`config.mk`:
```
export PLATFORM = sky130hd
export DESIGN_NAME = mem_arbiter
export DESIGN_NICKNAME = d
export VERILOG_FILES = /design/src/rtl/mem_arbiter.sv
export SDC_FILE = /design/constraint.sdc
export NUM_CORES = 1
export LEC_CHECK = 0
export CAP_MARGIN = 20
export CORE_ASPECT_RATIO = 1.75
export CORE_MARGIN = 4
export CORE_UTILIZATION = 40
export DETAILED_ROUTE_END_ITERATION = 7
export PLACE_DENSITY = 0.82
export SETUP_SLACK_MARGIN = 0.1
export SYNTH_ARGS = -nofsm -noshare
export SYNTH_HDL_FRONTEND = slang
export SYNTH_SLANG_ARGS = --single-unit
export TNS_END_PERCENT = 5
```
`constraint.sdc`:
```
create_clock -name clk -period 3.9 [get_ports clk]
set_input_delay 0.78 -clock clk [delete_from_list [all_inputs] [get_ports clk]]
set_output_delay 0.78 -clock clk [all_outputs]
set_load 0.005 [all_outputs]
```
`src/rtl/mem_arbiter.sv`:
```
// Arbiter sharing one single-ported unified memory between fetch (IF) and memory (DM) stages.
// Define MEMARB_RR_EN for round-robin arbitration; otherwise DM has fixed priority.
module mem_arbiter #(
    parameter int unsigned WAIT_STATES = 2
) (
    input  logic        clk,
    input  logic        reset,
    input  logic        if_req,
    input  logic [31:0] if_addr,
    output logic [31:0] if_rdata,
    output logic        if_ready,
    input  logic        dm_req,
    input  logic        dm_we,
    input  logic [31:0] dm_addr,
    input  logic [31:0] dm_wdata,
    output logic [31:0] dm_rdata,
    output logic        dm_ready,
    output logic        stall_if,
    output logic        stall_dm,
    output logic        mem_en,
    output logic        mem_we,
    output logic [31:0] mem_addr,
    output logic [31:0] mem_wdata,
    input  logic [31:0] mem_rdata
);

    typedef enum logic [1:0] {
        IDLE,
        BUSY_I,
        BUSY_D
    } arbState;

    localparam logic [2:0] waitInit = 3'(WAIT_STATES);

    arbState    state;
    arbState    stateNext;
    logic [2:0] cnt;
    logic       lastGrant;
    logic       isStore;
    logic       ifElig;
    logic       dmElig;
    logic       grantIf;
    logic       grantDm;

    assign stall_if = if_req & ~if_ready;
    assign stall_dm = dm_req & ~dm_ready;

    // A request still high in its own ready cycle belongs to the retiring access.
    always_comb begin
        ifElig    = if_req & ~if_ready;
        dmElig    = dm_req & ~dm_ready;
        grantIf   = 1'b0;
        grantDm   = 1'b0;
        stateNext = state;
        case (state)
            IDLE: begin
                if (ifElig && dmElig) begin
`ifdef MEMARB_RR_EN
                    if (lastGrant) grantIf = 1'b1;
                    else           grantDm = 1'b1;
`else
                    grantDm = 1'b1;
`endif
                end else if (ifElig) begin
                    grantIf = 1'b1;
                end else if (dmElig) begin
                    grantDm = 1'b1;
                end
                if (grantIf)      stateNext = BUSY_I;
                else if (grantDm) stateNext = BUSY_D;
            end
            BUSY_I, BUSY_D: begin
                if (cnt == 3'd0) stateNext = IDLE;
            end
            default: stateNext = IDLE;
        endcase
    end

    always_ff @(posedge clk) begin
        if (!reset) state <= IDLE;
        else        state <= stateNext;
    end

    always_ff @(posedge clk) begin
        if (!reset) begin
            cnt       <= '0;
            lastGrant <= 1'b0;
            isStore   <= 1'b0;
            mem_en    <= 1'b0;
            mem_we    <= 1'b0;
            mem_addr  <= '0;
            mem_wdata <= '0;
            if_rdata  <= '0;
            dm_rdata  <= '0;
            if_ready  <= 1'b0;
            dm_ready  <= 1'b0;
        end else begin
            if_ready <= 1'b0;
            dm_ready <= 1'b0;
            case (state)
                IDLE: begin
                    if (grantIf || grantDm) begin
                        mem_en    <= 1'b1;
                        cnt       <= waitInit;
                        lastGrant <= grantDm;
                        isStore   <= grantDm & dm_we;
                        mem_addr  <= grantDm ? dm_addr : if_addr;
                        mem_wdata <= dm_wdata;
                        // With zero wait states the first access cycle is also the last.
                        mem_we    <= grantDm & dm_we & (waitInit == 3'd0);
                    end
                end
                BUSY_I, BUSY_D: begin
                    if (cnt != 3'd0) begin
                        cnt    <= cnt - 3'd1;
                        mem_we <= isStore & (cnt == 3'd1);
                    end else begin
                        mem_en <= 1'b0;
                        mem_we <= 1'b0;
                        if (state == BUSY_I) begin
                            if_ready <= 1'b1;
                            if_rdata <= mem_rdata;
                        end else begin
                            dm_ready <= 1'b1;
                            if (!isStore) dm_rdata <= mem_rdata;
                        end
                    end
                end
                default: begin
                    mem_en <= 1'b0;
                    mem_we <= 1'b0;
                end
            endcase
        end
    end

endmodule
```
* After elaboration in Yosys (flattened, before gate mapping)
Index checks and enable logic that the tools add are counted.
** Operators by class
- Add/subtract/negate cells :: 1
- Equality and inequality tests :: 8
- Muxes and demuxes :: 25
- Bitwise gates (word level) :: 11
- Reduce and logical (&&, ||, !) cells :: 14
** Operator list (count)
- two-way mux 32 bit :: 1
- two-way mux 1 bit :: 15
- inequality test 2 bit, second input constant :: 4
- inverter 1 bit :: 7
- two-way mux 2 bit :: 3
- two-way mux 3 bit :: 2
- one-hot mux 3 bit (2 select lines) :: 1
- AND reduction 2 bit :: 3
- AND reduction 3 bit :: 2
- AND 1 bit :: 4
- one-hot mux 1 bit (2 select lines) :: 2
- one-hot mux 2 bit (2 select lines) :: 1
- AND reduction 4 bit :: 1
- equality test 3 x 1 -> 1 bit, second input constant :: 1
- logical NOT 3 bit :: 1
- inequality test 3 bit, second input constant :: 1
- nonzero test 3 bit :: 1
- OR reduction 3 bit :: 1
- subtractor 3 x 1 -> 3 bit, second input constant :: 1
- equality test 2 x 1 -> 1 bit, second input constant :: 1
- equality test 2 bit, second input constant :: 1
- logical NOT 2 bit :: 1
- nonzero test 2 bit :: 1
- OR reduction 2 bit :: 1
- other kinds (2) :: 2
** Storage, ports and cells
- Register bits :: 138
- Input port bits :: 133
- Output and inout port bits :: 134

* Longest topological paths before layout
Gate-level depths: netlist of the first run.
- Word-level depth :: 10
- Gate-level depth with buffers :: 8
- Mapped depth without buffers :: 6

* Worst setup path before layout of the first run
OpenSTA, ideal clock, no wires.
- Path kind :: in2reg
- Start point :: in dm_req
- End point :: reg mem_wdata[22]
- Arrival time :: 1.695 ns
- Data required time :: 3.830 ns
- Path slack :: 2.135 ns
- Cell stages on the path :: 6
- Path buffers :: 2
- Cells stage by stage :: and3b_1 buf_6 a31oi_4 buf_6 nand2_1 a21boi_1
** On the way
- Word-level cells in the longest chain between the ends :: 8
- Elaborated cells between the ends (all ways) :: 12
** Ends and longest elaborated chain
- start, declared :: RTL line 12 : input logic dm_req,
- AND 1 bit (*) :: RTL line 51 : dmElig = dm_req & ~dm_ready;
- two-way mux 1 bit :: RTL line 66 : end else if (dmElig) begin
- two-way mux 1 bit :: RTL line 64 : end else if (ifElig) begin
- two-way mux 1 bit :: RTL line 57 : if (ifElig && dmElig) begin
- two-way mux 1 bit (2 in series) :: RTL line 55 : case (state)
- logical OR 1 bit (*) :: RTL line 102 : if (grantIf || grantDm) begin
- AND reduction 2 bit (no source line) (*)
- end signal, assigned :: RTL line 108 : mem_wdata <= dm_wdata;
- end, declared :: RTL line 23 : output logic [31:0] mem_wdata,
Mark *: on every way between the ends. The rest lies on a longest branch, timed or not. The select of a mux whose other input is x is not followed.
A chain may end at the register's enable or synchronous reset.

* Worst setup path in the final report of the first run
- Start point :: in dm_req
- End point :: out stall_dm
** On the way
- Word-level cells in the longest chain between the ends :: 1
** Ends and longest elaborated chain
- AND 1 bit :: RTL line 46 : assign stall_dm = dm_req & ~dm_ready;
- end, declared :: RTL line 19 : output logic stall_dm,
Every way passes these cells.

==> results of run 1 <==
## per-stage QoR
| stage | hold WS, ps | std cells |
|---|---|---|
| after floorplan | 438 | 665 |
| after global placement | 437 | 1065 |
| after detailed placement | 444 | 1065 |
| after CTS | 453 | 1097 |
| after global routing | 469 | 1097 |
| final | 450 | 1097 |
## how the worst max path moves through the flow
stage,slack [ps],startpoint,endpoint,cells after the start
2_1_floorplan,2130,dm_req,mem_wdata[22],6
3_3_place_gp,1070,dm_req,stall_dm,4
3_5_place_dp,1040,dm_req,stall_dm,4
4_1_cts,1040,dm_req,stall_dm,4
5_1_grt,980,dm_req,stall_dm,4
6_report,1040,dm_req,stall_dm,4
## synth_stat cells (5+ instances only)
| master | instances |
|---|---|
| sky130_fd_sc_hd__nand2_1 | 233 |
| sky130_fd_sc_hd__buf_2 | 15 |
| sky130_fd_sc_hd__ha_1 | 6 |
| sky130_fd_sc_hd__o21ai_0 | 36 |
| sky130_fd_sc_hd__inv_1 | 6 |
| sky130_fd_sc_hd__clkbuf_1 | 25 |
| sky130_fd_sc_hd__a21boi_1 | 51 |
| sky130_fd_sc_hd__buf_6 | 7 |
| sky130_fd_sc_hd__a21boi_0 | 47 |
| sky130_fd_sc_hd__a21oi_1 | 64 |
| sky130_fd_sc_hd__nand2b_1 | 5 |
| sky130_fd_sc_hd__dfxtp_1 | 138 |
## logic make-up after synthesis
| family | Yosys count | synth area share (%) |
|---|---|---|
| and+or+nand+nor | 259 | 19.1 |
| buffers and inverters | 55 | 5.07 |
| DFF | 138 | 50.4 |
| AOI/OAI and AO/OA | 206 | 23.9 |
| adders and majority gates | 6 | 1.37 |
| muxes | 1 | 0.183 |
## layer usage
layer  routed length (um)  part of all wire (%)
met2                 9170                    54
met3                 1140                   6.7
met5                    0                     0
met4                  518                   3.0
met1                 6180                    36
## flip-flops by register name, summed over array words and instances (netlist names), 2 cells and up
signal,flops
mem_addr,32
cnt,3
if_rdata,32
state,2
dm_rdata,32
mem_wdata,32
## critical path, stage by stage
cell and delay, ps:
sky130_fd_sc_hd__clkdlybuf4s50_1 500, sky130_fd_sc_hd__nand2b_1 150, sky130_fd_sc_hd__inv_1 120, sky130_fd_sc_hd__clkdlybuf4s50_1 520
## cell type report
cell class	count	area (um2)	area share [%]
clock buffer	20	437	4.99
clock inverter	12	116	1.33
inverter	6	22.5	0.257
multi-input combinational	472	2460	28.1
sequential	138	2760	31.5
tap	174	218	2.49
timing repair buffer	275	2740	31.3
## where the power goes
| group | total (W) | switching (W) | internal (W) |
|---|---|---|---|
| combinational | 0.00150 | 0.000751 | 0.000754 |
| sequential | 0.00177 | 0.000116 | 0.00165 |
| clock | 0.00151 | 0.000621 | 0.000884 |
==> impl_metrics.json, run 1 <==
{
  "number_of_search_and_repair_iterations_in_the_first_detailed_routing_pass": 4,
  "grt_usage_pct": 21.2,
  "final_core_util_pct": 65.1,
  "clk_latency_ps": 410,
  "placement_stage_cell_area_um2": 8200,
  "layout.filler_cells": 1144,
  "postSynthAreaPerCell_um2": 8.25,
  "insertedDiodeCount": 0,
  "layout_setup_ws_ps": 1040,
  "fin_area_um2": 8760,
  "worst-r2r-setup-slack_ps": 1790,
  "unrepaired_setup_endpoints_after_global_routing": "no",
  "globalRouteMet1Util_pct": 21.7,
  "grt_first_pass_wirelength_um": 25900,
  "detail_route.iter0.violations": 224,
  "synth_warnings": 0,
  "postCtsSetupBuffers": 0,
  "hp-start": "mem_wdata[25]",
  "path_class": "input port to output port",
  "timing.final.crit_share_pct": 73.4,
  "routed_wire_length_per_instance_um": 15.5,
  "met3_usage_pct": 6.66,
  "synth.yosys.seq_area_share_pct": 50.4,
  "timing.max_slew.rel_slack_pct": 52.9,
  "maxSlewViolCount": 0,
  "pin_count_of_the_biggest_net_entering_global_routing": 79,
  "reg2reg_to": "dm_rdata[16]",
  "globalRouteOverflowTotal": 0,
  "drt_wl_total_um": 17000,
  "antenna_found_initial": 0,
  "final_period_minus_worst_setup_slack_ps": 2860,
  "finalHoldViolCount": 0,
  "area_growth_pct": 59.7,
  "worstRegToRegCells": 7,
  "number_of_nets_in_the_finished_design": 1049,
  "fmax_ghz": 0.349,
  "run_status": "finished, final reports clean",
  "path_clk_slew_ps": 60,
  "postSynth.topFlopCell": "sky130_fd_sc_hd__dfxtp_1",
  "gr-usage-met2_pct": 38.6,
  "remaining_drc_errors": 0,
  "worstPathMaxFanout": 4,
  "hold-path-endpoint": "mem_wdata[25]",
  "dp_worst_setup_slack_ps": 1040,
  "mostFrequentLayoutCell": "sky130_fd_sc_hd__clkdlybuf4s50_1",
  "power.total_w": 0.00477,
  "static_leak_nw": 3.22,
  "clock_h_tree_levels": 4,
  "fp.dieArea_um2": 15700,
  "ant_nets": 0,
  "worstReg2RegStart": "state[0]",
  "total_of_endpoints_with_negative_setup_slack_in_the_final_report": 0,
  "top_level_ports": 267,
  "cts_made_buffers": 17,
  "port_buffers": 266,
  "synth-seq-cells": 138,
  "vdd_drop_max_uv": 311,
  "synth_largest_type_area_fraction_pct": 50.4,
  "postCtsHoldBufs": 0,
  "number_of_distinct_library_cell_variants_in_the_gate_level_netlist_after_synthesis": 36,
  "ctsLongestPathBuffers": 2,
  "netlist_instances": 665,
  "starting_density_of_the_core_pct": 40.8,
  "vias_per_cell": 4.91,
  "cp-end-kind": "output port",
  "timing.critical_path.required_ps": 3120,
  "syn_nets": 804,
  "clock-root-buffer": "sky130_fd_sc_hd__clkbuf_16",
  "min_delay_path_depth": 2,
  "layout_common_cells": "265 x sky130_fd_sc_hd__clkdlybuf4s50_1, 233 x sky130_fd_sc_hd__nand2_1, 138 x sky130_fd_sc_hd__dfxtp_1, 64 x sky130_fd_sc_hd__a21oi_1, 50 x sky130_fd_sc_hd__a21boi_1",
  "worst_pin_slew_ps": 706,
  "post_synth_instance_area_um2": 5480,
  "final.setup.tns_ps": 0,
  "dr_total_vias": 5389,
  "timing.critical_path.arrival_ps": 2080,
  "post_synth_edffs": 0,
  "power_density_nw_per_um2": 545,
  "synth_area_leaders": "sky130_fd_sc_hd__dfxtp_1 50%, sky130_fd_sc_hd__nand2_1 16%, sky130_fd_sc_hd__a21boi_1 7.0%",
  "core_um2": 13500,
  "cap_violations": 0,
  "cts_tree": "done",
  "floorplan.die.height_um": 163,
  "detailed_place_hpwl_um": 12000,
  "gpl.final_weighted_congestion": 0.838,
  "fp-row-count": 56,
  "cts.repair.resized": 0,
  "timing.clock.skew_ps": 10.8,
  "grt_pass1_vias": 5242,
  "global_route.peak_usage_layer": "met2",
  "asyncSetResetFlopFracSynth_pct": 0,
  "holdCritPathClass": "register to register",
  "clock-sinks": 138,
  "layout-drive-gt1-share_pct": 4.88,
  "yosysTopAreaCell": "sky130_fd_sc_hd__dfxtp_1",
  "die_width_um": 96.5,
  "timing.critical_path.from_type": "input port"
}
No activity file was read; power rests on OpenSTA's default activity.
==> inputs of run 2 (changes only) <==
--- a/config.mk
+++ b/config.mk
@@ -8,9 +8,9 @@
 export CAP_MARGIN = 20
 export CORE_ASPECT_RATIO = 1.75
 export CORE_MARGIN = 4
-export CORE_UTILIZATION = 40
+export CORE_UTILIZATION = 37
 export DETAILED_ROUTE_END_ITERATION = 7
-export PLACE_DENSITY = 0.82
+export PLACE_DENSITY = 0.8
 export SETUP_SLACK_MARGIN = 0.1
 export SYNTH_ARGS = -nofsm -noshare
 export SYNTH_HDL_FRONTEND = slang
==> constraint.sdc (replaced) <==
create_clock -name clk -period 2.5 [get_ports clk]
set_input_delay 0.5 -clock clk [delete_from_list [all_inputs] [get_ports clk]]
set_output_delay 0.5 -clock clk [all_outputs]
set_load 0.005 [all_outputs]
==> run 2 against run 1 <==
Sequential share of layout area down 0.49 points. Largest cell class is now buffers. First-iteration DRC count down 32%. Combinational power up 65%. Hold slack about the same. Die area grew 7.6%. Largest power group unchanged. Via count rose by 0.45%. Utilization down 3.5 points. Critical endpoint unchanged.
==> impl_metrics.json, run 2 (synthesis results as in run 1) <==
{
  "grt_usage_pct": 20.0,
  "critical_path.startpoint": "dm_req",
  "finalHoldViolCount": 0,
  "total_stage_count_of_the_critical_path": 4,
  "dr_total_vias": 5413,
  "area_growth_pct": 62.2,
  "gpl.final_weighted_congestion": 0.813,
  "clock-root-buffer": "sky130_fd_sc_hd__clkbuf_16",
  "ant_nets": 0,
  "timing.critical_path.arrival_ps": 1780,
  "port_buffers": 266,
  "vdd_drop_max_uv": 567,
  "fp-row-count": 58,
  "globalRouteOverflowTotal": 0,
  "die_width_um": 100,
  "path_clk_slew_ps": 60,
  "layout.filler_cells": 1249,
  "worstReg2RegStart": "state[0]",
  "starting_density_of_the_core_pct": 38.0,
  "clock_h_tree_levels": 4,
  "routed_wire_length_per_instance_um": 15.5,
  "cap_violations": 0,
  "timing.critical_path.required_ps": 2000,
  "reg2reg_to": "mem_addr[4]",
  "path_class": "input port to output port",
  "layout-drive-gt1-share_pct": 5.70,
  "final_period_minus_worst_setup_slack_ps": 2280,
  "timing.critical_path.from_type": "input port",
  "cts_made_buffers": 17,
  "critical_path_buf_inv_count": 3,
  "top_level_ports": 267,
  "maxSlewViolCount": 0,
  "postCtsHoldBufs": 0,
  "holdCritPathClass": "register to register",
  "worstPathMaxFanout": 4,
  "critPathMaxStageDelay_ps": 540,
  "drt_wl_total_um": 17200,
  "timing.clock.skew_ps": 9.93,
  "antenna_found_initial": 0,
  "clk_latency_ps": 410,
  "ctsLongestPathBuffers": 2,
  "crit_top_cell": "sky130_fd_sc_hd__clkdlybuf4s50_1",
  "grt_pass1_vias": 5357,
  "timing.max_slew.rel_slack_pct": 56.6,
  "insertedDiodeCount": 0,
  "worstPathCellList": "clkdlybuf4s50_1, nand2b_1, inv_1, clkdlybuf4s50_1",
  "fp.dieArea_um2": 16900,
  "cp-end-kind": "output port",
  "power_density_nw_per_um2": 857,
  "postCtsSetupBuffers": 0,
  "clock-sinks": 138,
  "worst-r2r-setup-slack_ps": 540,
  "endpoint": "stall_dm",
  "number_of_search_and_repair_iterations_in_the_first_detailed_routing_pass": 4,
  "crit_slowest_cell": "sky130_fd_sc_hd__clkdlybuf4s50_1",
  "unrepaired_setup_endpoints_after_global_routing": "no",
  "layout_common_cells": "265 x sky130_fd_sc_hd__clkdlybuf4s50_1, 233 x sky130_fd_sc_hd__nand2_1, 138 x sky130_fd_sc_hd__dfxtp_1, 64 x sky130_fd_sc_hd__a21oi_1, 50 x sky130_fd_sc_hd__a21boi_1",
  "critical_path.top_delay_family": "buffers and inverters",
  "cts_tree": "done",
  "vias_per_cell": 4.88,
  "grt_first_pass_wirelength_um": 26800,
  "fmax_ghz": 0.438,
  "static_leak_nw": 3.30,
  "final.setup.tns_ps": 0,
  "detailed_place_hpwl_um": 12500,
  "total_of_endpoints_with_negative_setup_slack_in_the_final_report": 0,
  "floorplan.die.height_um": 169,
  "run_status": "finished, final reports clean",
  "timing.final.crit_share_pct": 91.3,
  "dp_worst_setup_slack_ps": 224,
  "layout_setup_ws_ps": 218,
  "pin_count_of_the_biggest_net_entering_global_routing": 76,
  "number_of_nets_in_the_finished_design": 1057,
  "detail_route.iter0.violations": 152,
  "core_um2": 14400,
  "remaining_drc_errors": 0,
  "mostFrequentLayoutCell": "sky130_fd_sc_hd__clkdlybuf4s50_1",
  "hold_slack_ps": 450,
  "worst_pin_slew_ps": 650,
  "worstRegToRegCells": 8,
  "cts.repair.resized": 0
}
==> run 2: how the worst min path moves through the flow <==
stage | from | endpoint | cells past startpoint
4_1_cts | mem_wdata[5] | mem_wdata[5] | 2
5_1_grt | mem_wdata[5] | mem_wdata[5] | 2
2_1_floorplan | cnt[1] | cnt[1] | 2
6_report | mem_wdata[12] | mem_wdata[12] | 2
3_3_place_gp | mem_wdata[12] | mem_wdata[12] | 2
3_5_place_dp | mem_wdata[5] | mem_wdata[5] | 2
==> run 2: metal layers <==
metal	part of all wire, %	wire length (um)	GRT usage, %
met5	0	0	0
met4	2.6	440	8.45
met3	7.4	1280	6.35
met2	55	9390	37.5
met1	35	6070	19.6
==> run 2: cell type report <==
class	count	area (um2)	area share, %
clock buffers	19	433	4.87
repair buffers	283	2860	32.2
multi-input cells	472	2460	27.7
flip-flops and latches	138	2760	31.1
inverters	6	22.5	0.253
well taps	180	225	2.53
clock inverters	12	128	1.43
==> run 2: worst min-delay path, stage by stage (launching register included) <==
cell and delay [ps]:
sky130_fd_sc_hd__dfxtp_1 310, sky130_fd_sc_hd__nand2_1 50, sky130_fd_sc_hd__a21boi_1 50
==> run 2: power by group <==
part / internal, W / switching [W] / leakage (nW) / total (W)
sequential: 0.00257 / 0.000182 / 1.13 / 0.00276
clock: 0.00146 / 0.000937 / 0.265 / 0.00239
combinational: 0.00129 / 0.00118 / 1.90 / 0.00247
==> run 2: metrics by stage <==
step | instances | total power (W) | cell area [um2] | utilization, %
after floorplan | 665 | 0.00397 | 5480 | -
after global placement | 1079 | 0.00525 | 8330 | 57.7
after detailed placement | 1079 | 0.00529 | 8330 | 57.7
after CTS | 1110 | 0.00771 | 8890 | 61.6
after global routing | 1110 | 0.00808 | 8890 | 61.6
final | 1110 | 0.00762 | 8890 | 61.6
==> inputs of run 3 (changes only) <==
--- a/config.mk
+++ b/config.mk
@@ -10,6 +10,7 @@
 export CORE_MARGIN = 4
 export CORE_UTILIZATION = 37
 export DETAILED_ROUTE_END_ITERATION = 7
+export GPL_TIMING_DRIVEN = 0
 export PLACE_DENSITY = 0.8
 export SETUP_SLACK_MARGIN = 0.1
 export SYNTH_ARGS = -nofsm -noshare
==> run 3 against run 2 <==
Critical path depth unchanged. Register-to-register slack worse by 140 ps. Design area up 1.1%. Clock skew up 3.5 ps. Largest cell class unchanged.
==> impl_metrics.json, run 3 (synthesis results as in run 1) <==
{
  "run_status": "finished, final reports clean",
  "fin_area_um2": 9000,
  "grt_first_pass_wirelength_um": 28800,
  "unrepaired_setup_endpoints_after_global_routing": "no",
  "routed_wire_length_per_instance_um": 16.6,
  "power_density_nw_per_um2": 884,
  "cts.repair.resized": 0,
  "dp_worst_setup_slack_ps": 159,
  "maxSlewViolCount": 0,
  "cts_tree": "done",
  "detailed_place_hpwl_um": 14600,
  "remaining_drc_errors": 0,
  "port_buffers": 265,
  "clock-sinks": 138,
  "reg2reg_to": "mem_wdata[26]",
  "layout.filler_cells": 1277,
  "fp.dieArea_um2": 16900,
  "ant_nets": 0,
  "placement_stage_cell_area_um2": 8360,
  "detail_route.iter0.violations": 135,
  "area_growth_pct": 64.0,
  "worst-r2r-setup-slack_ps": 400,
  "finalHoldViolCount": 0,
  "worstRegToRegCells": 8,
  "static_leak_nw": 3.36,
  "layout_setup_ws_ps": 204,
  "antenna_found_initial": 0,
  "timing.clock.skew_ps": 13.4,
  "total_of_endpoints_with_negative_setup_slack_in_the_final_report": 0,
  "die_width_um": 100,
  "power.total_w": 0.00795,
  "timing.critical_path.arrival_ps": 1800,
  "gpl.final_weighted_congestion": 0.838,
  "worstPathMaxFanout": 4,
  "drt_wl_total_um": 18900,
  "starting_density_of_the_core_pct": 38.0,
  "grt_usage_pct": 21.8,
  "postCtsSetupBuffers": 0,
  "layout_common_cells": "265 x sky130_fd_sc_hd__clkdlybuf4s50_1, 233 x sky130_fd_sc_hd__nand2_1, 138 x sky130_fd_sc_hd__dfxtp_1, 64 x sky130_fd_sc_hd__a21oi_1, 51 x sky130_fd_sc_hd__a21boi_1",
  "path_class": "input port to output port",
  "grt_pass1_vias": 5657,
  "core_um2": 14400,
  "insertedDiodeCount": 0,
  "final_period_minus_worst_setup_slack_ps": 2300,
  "vias_per_cell": 4.91,
  "pin_count_of_the_biggest_net_entering_global_routing": 17,
  "clock_h_tree_levels": 4,
  "timing.critical_path.from_type": "input port",
  "clock-root-buffer": "sky130_fd_sc_hd__clkbuf_16",
  "globalRouteOverflowTotal": 0,
  "timing.final.crit_share_pct": 91.9,
  "cp-end-kind": "output port",
  "hold-path-endpoint": "mem_we",
  "dr_total_vias": 5607,
  "timing.critical_path.required_ps": 2000,
  "fp-row-count": 58,
  "worst_pin_slew_ps": 614,
  "final.setup.tns_ps": 0,
  "postCtsHoldBufs": 0,
  "final_core_util_pct": 62.3,
  "worstReg2RegStart": "state[0]",
  "floorplan.die.height_um": 169,
  "fmax_ghz": 0.435,
  "number_of_search_and_repair_iterations_in_the_first_detailed_routing_pass": 4,
  "layout-drive-gt1-share_pct": 6.03,
  "timing.max_slew.rel_slack_pct": 59.0,
  "vdd_drop_max_uv": 556,
  "path_clk_slew_ps": 60,
  "holdCritPathClass": "register to register",
  "ctsLongestPathBuffers": 2,
  "clk_latency_ps": 420,
  "hp-start": "mem_we",
  "number_of_nets_in_the_finished_design": 1088,
  "cap_violations": 0,
  "min_delay_path_depth": 2,
  "mostFrequentLayoutCell": "sky130_fd_sc_hd__clkdlybuf4s50_1",
  "top_level_ports": 267,
  "cts_made_buffers": 17
}
-- run 3: changes by cell type in the layout (fill, tap and decap cells not counted), moves of 6 or more --
cell,delta
sky130_fd_sc_hd__buf_4,-12
sky130_fd_sc_hd__buf_6,+7
sky130_fd_sc_hd__buf_12,-6
sky130_fd_sc_hd__clkbuf_1,+24
sky130_fd_sc_hd__buf_2,+15
-- run 3: how the worst max path moves through the flow --
stage / slack (ps) / from / to
after floorplan: 810 / state[0] / mem_wdata[22]
final: 200 / dm_req / stall_dm
after detailed placement: 160 / if_req / mem_addr[16]
after CTS: 230 / if_req / stall_if
after global placement: 190 / if_req / mem_addr[5]
after global routing: 180 / dm_req / stall_dm
-- run 3: final cells by class --
type,count,area [um2],share of cell area (%)
flip-flops and latches,138,2760,30.7
multi-input cells,472,2440,27.2
clock inverters,13,191,2.13
plain buffers,49,255,2.84
repair buffers,265,2650,29.5
clock buffers,19,443,4.92
inverters,6,22.5,0.250
well taps,180,225,2.50
-- run 3: layer usage --
| metal | track usage [%] | part of all wire [%] | vias to the layer above |
|---|---|---|---|
| li1 | - | - | 2767 |
| met1 | 20.6 | 35 | 2592 |
| met2 | 41.8 | 55 | 208 |
| met3 | 6.68 | 6.9 | 40 |
| met4 | 9.91 | 3.6 | 0 |
| met5 | 0 | 0 | - |
-- run 3: critical path, stage by stage --
cell and delay [ps]:
sky130_fd_sc_hd__clkdlybuf4s50_1 500, sky130_fd_sc_hd__nand2b_1 130, sky130_fd_sc_hd__inv_1 130, sky130_fd_sc_hd__clkdlybuf4s50_1 540
-- run 3: stage by stage --
stage	hold WS (ps)	instances
2_1_floorplan	438	665
3_3_place_gp	437	1110
3_5_place_dp	447	1110
4_1_cts	455	1142
5_1_grt	470	1142
6_report	453	1142
-- run 3: power breakdown --
part / switching, W / internal, W / total (W)
clock network: 0.000989 / 0.00171 / 0.00270
logic: 0.00123 / 0.00126 / 0.00249
registers: 0.000189 / 0.00257 / 0.00276
